File: src/rtl/fsk_rx_framer.sv
// FSK receive framer: bit-timing recovery, sync-word hunt, length/payload capture onto a one-deep valid/ready output.
// Optional FSK_RX_CRC_EN adds a trailing CRC-8 (poly 0x07, init 0x00) check byte over the len and payload bytes.
module fsk_rx_framer #(
  parameter int          BIT_CLKS  = 1000,
  parameter logic [15:0] SYNC_WORD = 16'hD391,
  parameter int          MAX_LEN   = 32
) (
  input  logic       clk,
  input  logic       rst_n,
  input  logic       enable,
  input  logic       demod_bit,
  output logic [7:0] m_data,
  output logic       m_valid,
  input  logic       m_ready,
  output logic       m_last,
  output logic       frame_done,
  output logic       frame_err,
  output logic       busy
);

  localparam int            CW        = $clog2(BIT_CLKS);
  localparam logic [CW-1:0] HALF_C    = CW'(BIT_CLKS / 2);
  localparam logic [CW-1:0] WRAP_C    = CW'(BIT_CLKS - 1);
  localparam logic [7:0]    MAX_LEN_C = 8'(MAX_LEN);

`ifdef FSK_RX_CRC_EN
  typedef enum logic [2:0] {
    ST_IDLE = 3'd0, ST_HUNT = 3'd1, ST_LEN = 3'd2, ST_DATA = 3'd3, ST_CRC = 3'd4
  } state_t;

  function automatic logic [7:0] crc8_upd(input logic [7:0] crc, input logic [7:0] data);
    logic [7:0] c;
    c = crc;
    for (int i = 7; i >= 0; i--) begin
      if (c[7] ^ data[i]) c = {c[6:0], 1'b0} ^ 8'h07;
      else                c = {c[6:0], 1'b0};
    end
    return c;
  endfunction
`else
  typedef enum logic [2:0] {
    ST_IDLE = 3'd0, ST_HUNT = 3'd1, ST_LEN = 3'd2, ST_DATA = 3'd3
  } state_t;
`endif

  state_t        state_q, state_d;
  logic [1:0]    sync_q;
  logic          prev_q;
  logic [CW-1:0] cnt_q, cnt_d;
  logic [14:0]   hunt_q, hunt_d;
  logic [6:0]    sh_q, sh_d;
  logic [2:0]    bcnt_q, bcnt_d;
  logic [7:0]    rem_q, rem_d;
  logic [7:0]    m_data_q, m_data_d;
  logic          m_valid_q, m_valid_d;
  logic          m_last_q, m_last_d;
  logic          done_q, done_d;
  logic          err_q, err_d;
  logic          busy_q, busy_d;
`ifdef FSK_RX_CRC_EN
  logic [7:0]    crc_q, crc_d;
`endif

  logic        bit_s;
  logic        edge_s;
  logic        strobe_s;
  logic        mid_frame_s;
  logic [7:0]  byte_s;
  logic [15:0] hunt_s;

  assign bit_s       = sync_q[1];
  assign edge_s      = bit_s ^ prev_q;
  assign strobe_s    = (state_q != ST_IDLE) && (cnt_q == HALF_C);
  assign mid_frame_s = (state_q != ST_IDLE) && (state_q != ST_HUNT);
  assign byte_s      = {sh_q, bit_s};
  assign hunt_s      = {hunt_q, bit_s};

  // state and datapath registers
  always_ff @(posedge clk or negedge rst_n) begin
    if (!rst_n) begin
      state_q   <= ST_IDLE;
      sync_q    <= 2'b00;
      prev_q    <= 1'b0;
      cnt_q     <= {CW{1'b0}};
      hunt_q    <= 15'd0;
      sh_q      <= 7'd0;
      bcnt_q    <= 3'd0;
      rem_q     <= 8'd0;
      m_data_q  <= 8'd0;
      m_valid_q <= 1'b0;
      m_last_q  <= 1'b0;
      done_q    <= 1'b0;
      err_q     <= 1'b0;
      busy_q    <= 1'b0;
`ifdef FSK_RX_CRC_EN
      crc_q     <= 8'd0;
`endif
    end else begin
      state_q   <= state_d;
      sync_q    <= {sync_q[0], demod_bit};
      prev_q    <= bit_s;
      cnt_q     <= cnt_d;
      hunt_q    <= hunt_d;
      sh_q      <= sh_d;
      bcnt_q    <= bcnt_d;
      rem_q     <= rem_d;
      m_data_q  <= m_data_d;
      m_valid_q <= m_valid_d;
      m_last_q  <= m_last_d;
      done_q    <= done_d;
      err_q     <= err_d;
      busy_q    <= busy_d;
`ifdef FSK_RX_CRC_EN
      crc_q     <= crc_d;
`endif
    end
  end

  // bit timing, framing FSM and output register next-state
  always_comb begin
    state_d  = state_q;
    cnt_d    = cnt_q;
    hunt_d   = hunt_q;
    sh_d     = sh_q;
    bcnt_d   = bcnt_q;
    rem_d    = rem_q;
    m_data_d = m_data_q;
    m_last_d = m_last_q;
    done_d   = 1'b0;
    err_d    = 1'b0;
`ifdef FSK_RX_CRC_EN
    crc_d    = crc_q;
`endif
    if (m_valid_q && m_ready) m_valid_d = 1'b0;
    else                      m_valid_d = m_valid_q;

    if (!enable) begin
      state_d   = ST_IDLE;
      cnt_d     = {CW{1'b0}};
      hunt_d    = 15'd0;
      sh_d      = 7'd0;
      bcnt_d    = 3'd0;
      m_data_d  = 8'd0;
      m_valid_d = 1'b0;
      m_last_d  = 1'b0;
      err_d     = mid_frame_s;
    end else begin
      if (state_q == ST_IDLE)    cnt_d = {CW{1'b0}};
      else if (edge_s)           cnt_d = {CW{1'b0}};
      else if (cnt_q == WRAP_C)  cnt_d = {CW{1'b0}};
      else                       cnt_d = cnt_q + CW'(1);

      case (state_q)
        ST_IDLE: state_d = ST_HUNT;
        ST_HUNT: begin
          if (strobe_s) begin
            if (hunt_s == SYNC_WORD) begin
              state_d = ST_LEN;
              hunt_d  = 15'd0;
              sh_d    = 7'd0;
              bcnt_d  = 3'd0;
            end else begin
              hunt_d  = hunt_s[14:0];
            end
          end else begin
            hunt_d = hunt_q;
          end
        end
        ST_LEN: begin
          if (strobe_s) begin
            sh_d   = byte_s[6:0];
            bcnt_d = bcnt_q + 3'd1;
            if (bcnt_q == 3'd7) begin
              if ((byte_s == 8'd0) || (byte_s > MAX_LEN_C)) begin
                err_d   = 1'b1;
                state_d = ST_HUNT;
              end else begin
                rem_d   = byte_s;
                state_d = ST_DATA;
`ifdef FSK_RX_CRC_EN
                crc_d   = crc8_upd(8'd0, byte_s);
`endif
              end
            end else begin
              state_d = ST_LEN;
            end
          end else begin
            state_d = ST_LEN;
          end
        end
        ST_DATA: begin
          if (strobe_s) begin
            sh_d   = byte_s[6:0];
            bcnt_d = bcnt_q + 3'd1;
            if (bcnt_q == 3'd7) begin
              // a byte still held with no ready this cycle is an overrun; the held byte is kept
              if (m_valid_q && !m_ready) begin
                err_d   = 1'b1;
                state_d = ST_HUNT;
              end else begin
                m_data_d  = byte_s;
                m_valid_d = 1'b1;
                m_last_d  = (rem_q == 8'd1);
                rem_d     = rem_q - 8'd1;
`ifdef FSK_RX_CRC_EN
                crc_d     = crc8_upd(crc_q, byte_s);
                if (rem_q == 8'd1) state_d = ST_CRC;
                else               state_d = ST_DATA;
`else
                if (rem_q == 8'd1) begin
                  done_d  = 1'b1;
                  state_d = ST_HUNT;
                end else begin
                  state_d = ST_DATA;
                end
`endif
              end
            end else begin
              state_d = ST_DATA;
            end
          end else begin
            state_d = ST_DATA;
          end
        end
`ifdef FSK_RX_CRC_EN
        ST_CRC: begin
          if (strobe_s) begin
            sh_d   = byte_s[6:0];
            bcnt_d = bcnt_q + 3'd1;
            if (bcnt_q == 3'd7) begin
              if (byte_s == crc_q) done_d = 1'b1;
              else                 err_d  = 1'b1;
              state_d = ST_HUNT;
            end else begin
              state_d = ST_CRC;
            end
          end else begin
            state_d = ST_CRC;
          end
        end
`endif
        default: state_d = ST_IDLE;
      endcase
    end

    busy_d = (state_d != ST_IDLE) && (state_d != ST_HUNT);
  end

  assign m_data     = m_data_q;
  assign m_valid    = m_valid_q;
  assign m_last     = m_last_q;
  assign frame_done = done_q;
  assign frame_err  = err_q;
  assign busy       = busy_q;

endmodule

File: config.mk
export PLATFORM = sky130hd
export DESIGN_NAME = fsk_rx_framer
export DESIGN_NICKNAME = d
export VERILOG_FILES = /design/src/rtl/fsk_rx_framer.sv
export SDC_FILE = /design/constraint.sdc
export NUM_CORES = 1
export LEC_CHECK = 0
export ABC_AREA = 1
export BUFFER_PORTS_ARGS = -buffer_cell sky130_fd_sc_hd__buf_4
export CAP_MARGIN = 10
export CORE_MARGIN = 2
export CORE_UTILIZATION = 54
export CTS_BUF_LIST = sky130_fd_sc_hd__clkbuf_16
export DETAILED_ROUTE_END_ITERATION = 8
export HOLD_SLACK_MARGIN = 0.03
export PLACE_DENSITY = 0.72
export SKIP_CTS_REPAIR_TIMING = 1
export SLEW_MARGIN = 20
export SYNTH_ARGS = -nofsm -noshare
export SYNTH_HDL_FRONTEND = slang
export SYNTH_SLANG_ARGS = --single-unit
File: constraint.sdc
create_clock -name clk -period 4.6 [get_ports clk]
set_input_delay 0.69 -clock clk [delete_from_list [all_inputs] [get_ports clk]]
set_output_delay 0.69 -clock clk [all_outputs]
set_load 0.05 [all_outputs]
==> parameters.txt <==
Parameter                              Value

Status
  Run status    complete, no violations

Route
  DR vias    between 2000 and 3000
  Count of TritonRoute iterations in the first routing pass    5
  Drc violations    0
  DRT iter0 DRCs    approximately 120
  Routed wire length    6220 µm
  Routed wire length per instance    12.4 µm
  Via density    5.22
  Number of antenna-violating nets in the routed design    0

STA
  Clock tree skew after final layout    6.50 ps
  Sum of negative setup slack    0 ps
  Setup Viol. Count Final    0
  Final setup margin    2480 ps
  Unrepaired setup endpoints after global routing    false
  Maximum clock rate    between 400 and 500 MHz
  Final Hold Violating Endpoints    0
  Slew of the pin with the lowest slew margin    770 ps
  Clock period minus final worst setup slack    2120 ps
  Max Transition Viols Final    0
  Share of the clock period used by the worst path    0.462
  Relative max-transition margin    0.487

Yosys
  Post-Synthesis Net Count    417
  Adder and majority cell fraction of the synthesized area    0.0238
  Biggest area contributors in the synthesized netlist    sky130_fd_sc_hd__dfrtp_1, sky130_fd_sc_hd__nand2_1, sky130_fd_sc_hd__nor2_1, sky130_fd_sc_hd__inv_1, sky130_fd_sc_hd__nand3_1
  Total of warnings raised by yosys    0
  Share of synthesized area occupied by flip-flops and latches    0.491
  Synth Area in XOR/XNOR    0.0111
  Simple-gate share of the synthesized area    0.326
  Post-synthesis instance area    between 3000 and 4000 µm²
  Distinct cells, synth    30
  Synthesized-area fraction occupied by ao, oa, aoi and oai cells    0.0812
  Proportion of synthesized area in mux cells    0
  Largest family of logic cells by synthesized area    simple AND/OR/NAND/NOR gates
  Share of the synthesized area in the top cell type    0.491
  Post-synthesis cell type with the largest combined area    sky130_fd_sc_hd__dfrtp_1
  Post-synthesis cell count    roughly 410
  #FFs+latches synth    62
  Mean instance size in the synthesized netlist    roughly 7.8 µm²

Pwr
  Internal power component    between 0.9 and 1 mW
  Leakage dissipation    1.75 nW
  P_sw    0.292 mW
  Maximum VDD drop    ~0.28 mV
  Sequential fraction of design power    0.444
  Net switching fraction of the power    0.228
  Pwr Density    353 nW/µm²
  Part of the power in the clock network    0.511
  Combinational Power Share    0.044
  Overall Power    1.28 mW

Global route
  Total global-route track usage    0.214
  Initial antenna violation count    0
  Total congestion overflow after global routing    0
  Via count of the first global-routing pass    about 2200
  First-pass GRT wire length    between 10000 and 15000 µm
  Largest net degree at the start of global routing    63

Clocking
  Bufs on Longest Clock Path    2
  H-Tree Level Count    3
  Number of buffers created by CTS    9
  Clk Latency, worst-skew pair    330 ps
  CTS sink cnt    62
  TritonCTS clock tree    done
  CTS Root Buffer Type    sky130_fd_sc_hd__clkbuf_16
  Clock transition at the registers of the reported paths    60 ps

Setup path
  Setup slack of the most critical reg-to-reg path    2530 ps
  Top fanout value on the critical path    20
  Setup CP Type    in2reg
  Kind of start point of the critical path    input port
  Source of the critical timing path    enable
  Worst setup EP type    flip-flop
  Critical path arrival    2360 ps
  Data required time at the worst endpoint    4840 ps
  Worst reg2reg startpoint    state_q[2]

Placement
  Routability congestion estimate    0.875
  Post-place setup slack    approximately 2200 ps
  Hpwl dp    4370 µm
  Placed Instances    486
  Number of buffer cells added on primary ports    17

Cells and area
  Fraction of layout cells with a size suffix above 1    0.126
  Most frequent cells in the layout    sky130_fd_sc_hd__nand2_1, sky130_fd_sc_hd__dfrtp_1, sky130_fd_sc_hd__nor2_1
  Most common cell after layout, fill and taps aside    sky130_fd_sc_hd__nand2_1
  Area growth syn-to-layout    14.7%
  Net count of the finished layout    436
  Ant. Diodes    0
  Final instance count without filler cells    502
  Number of fill cells    457

Floorplan
  Top-Level Pins    18
  Die boundary width    80.5 µm
  Vertical extent of the die    80.5 µm
  Core area    5570 µm²
  Std-Cell Rows    27
  Initial cell density of the core    0.567
  Total Die Area    6480 µm²

Worst hold path
  Tightest Hold Check Type    reg2reg
  Min-Delay Startpoint    sync_q[0]

Run
  Max-cap violations    0
## cell families after synthesis
family          count (synthesis)
fa+ha+maj                       6
flops                          62
simple gates                  232
xor+xnor                        4
compound gates                 49
other cells                     1
buf+inv                        52
## metal layers
layer / part of all wire / routed length (µm) / GRT usage
met4: 0.013 / 82 / 0.0814
met1: 0.47 / 2930 / 0.288
met2: 0.46 / 2890 / 0.329
met3: 0.051 / 316 / 0.0573
met5: 0 / 0 / 0
## final timing paths
check                             to  cells after the start
setup reg to reg             sh_q[6]                      7
max in group asynchronous   cnt_q[5]                      1
setup / recovery             sh_q[6]                      7
hold reg to reg            sync_q[1]                      0
min in group asynchronous   rem_q[6]                      1
hold / removal             sync_q[1]                      0
## synthesized netlist by cell type, drive strengths merged
master / number
nand3: 24
inv: 43
a21oi: 14
o22ai: 2
clkbuf: 1
xor2: 3
nand4: 6
o21ai: 31
conb: 1
nor2: 56
o31ai: 1
or2: 1
nor3b: 2
xnor2: 1
nand2: 129
and3: 2
nor3: 12
dfrtp: 62
a31oi: 1
buf: 8
ha: 6
## registers in the layout, summed over array words and instances, names as in the netlist
name	cells
hunt_q	15
cnt_q	10
m_data	8
rem_q	8
sh_q	7
bcnt_q	3
state_q	3
sync_q	2
busy	1
frame_done	1
frame_err	1
m_last	1
m_valid	1
prev_q	1
## worst max-delay path: stages
cell	delay [ps]
sky130_fd_sc_hd__buf_4	170
sky130_fd_sc_hd__inv_2	120
sky130_fd_sc_hd__nor2_1	560
sky130_fd_sc_hd__a21oi_1	150
sky130_fd_sc_hd__nand2_1	460
sky130_fd_sc_hd__nand2_1	100
sky130_fd_sc_hd__o21ai_1	100
## area by class of cell
class	instances	area, µm²	share of cell area
clock buffer	9	225	0.0622
clock inverter	7	66.3	0.0183
inverter	43	161	0.0446
multi-input combinational	292	1400	0.387
sequential	62	1550	0.428
tap	72	90.1	0.0249
timing repair buffer	17	128	0.0352
## power by group through the flow
| stage | clock network (mW) | logic (mW) | registers [mW] |
|---|---|---|---|
| 2_1_floorplan | 0 | 0.0371 | 0.576 |
| 3_3_place_gp | 0 | 0.0563 | 0.577 |
| 3_5_place_dp | 0 | 0.0577 | 0.578 |
| 4_1_cts | 0.663 | 0.0577 | 0.569 |
| 5_1_grt | 0.697 | 0.0661 | 0.570 |
| 6_report | 0.655 | 0.0568 | 0.569 |
## stage by stage
step	util	cell area (µm²)	hold WS (ps)
2_1_floorplan	-	3160	331
3_3_place_gp	0.598	3330	334
3_5_place_dp	0.598	3330	344
4_1_cts	0.650	3620	357
5_1_grt	0.650	3620	368
6_report	0.650	3620	353
No activity file was read; power rests on OpenSTA's default activity.
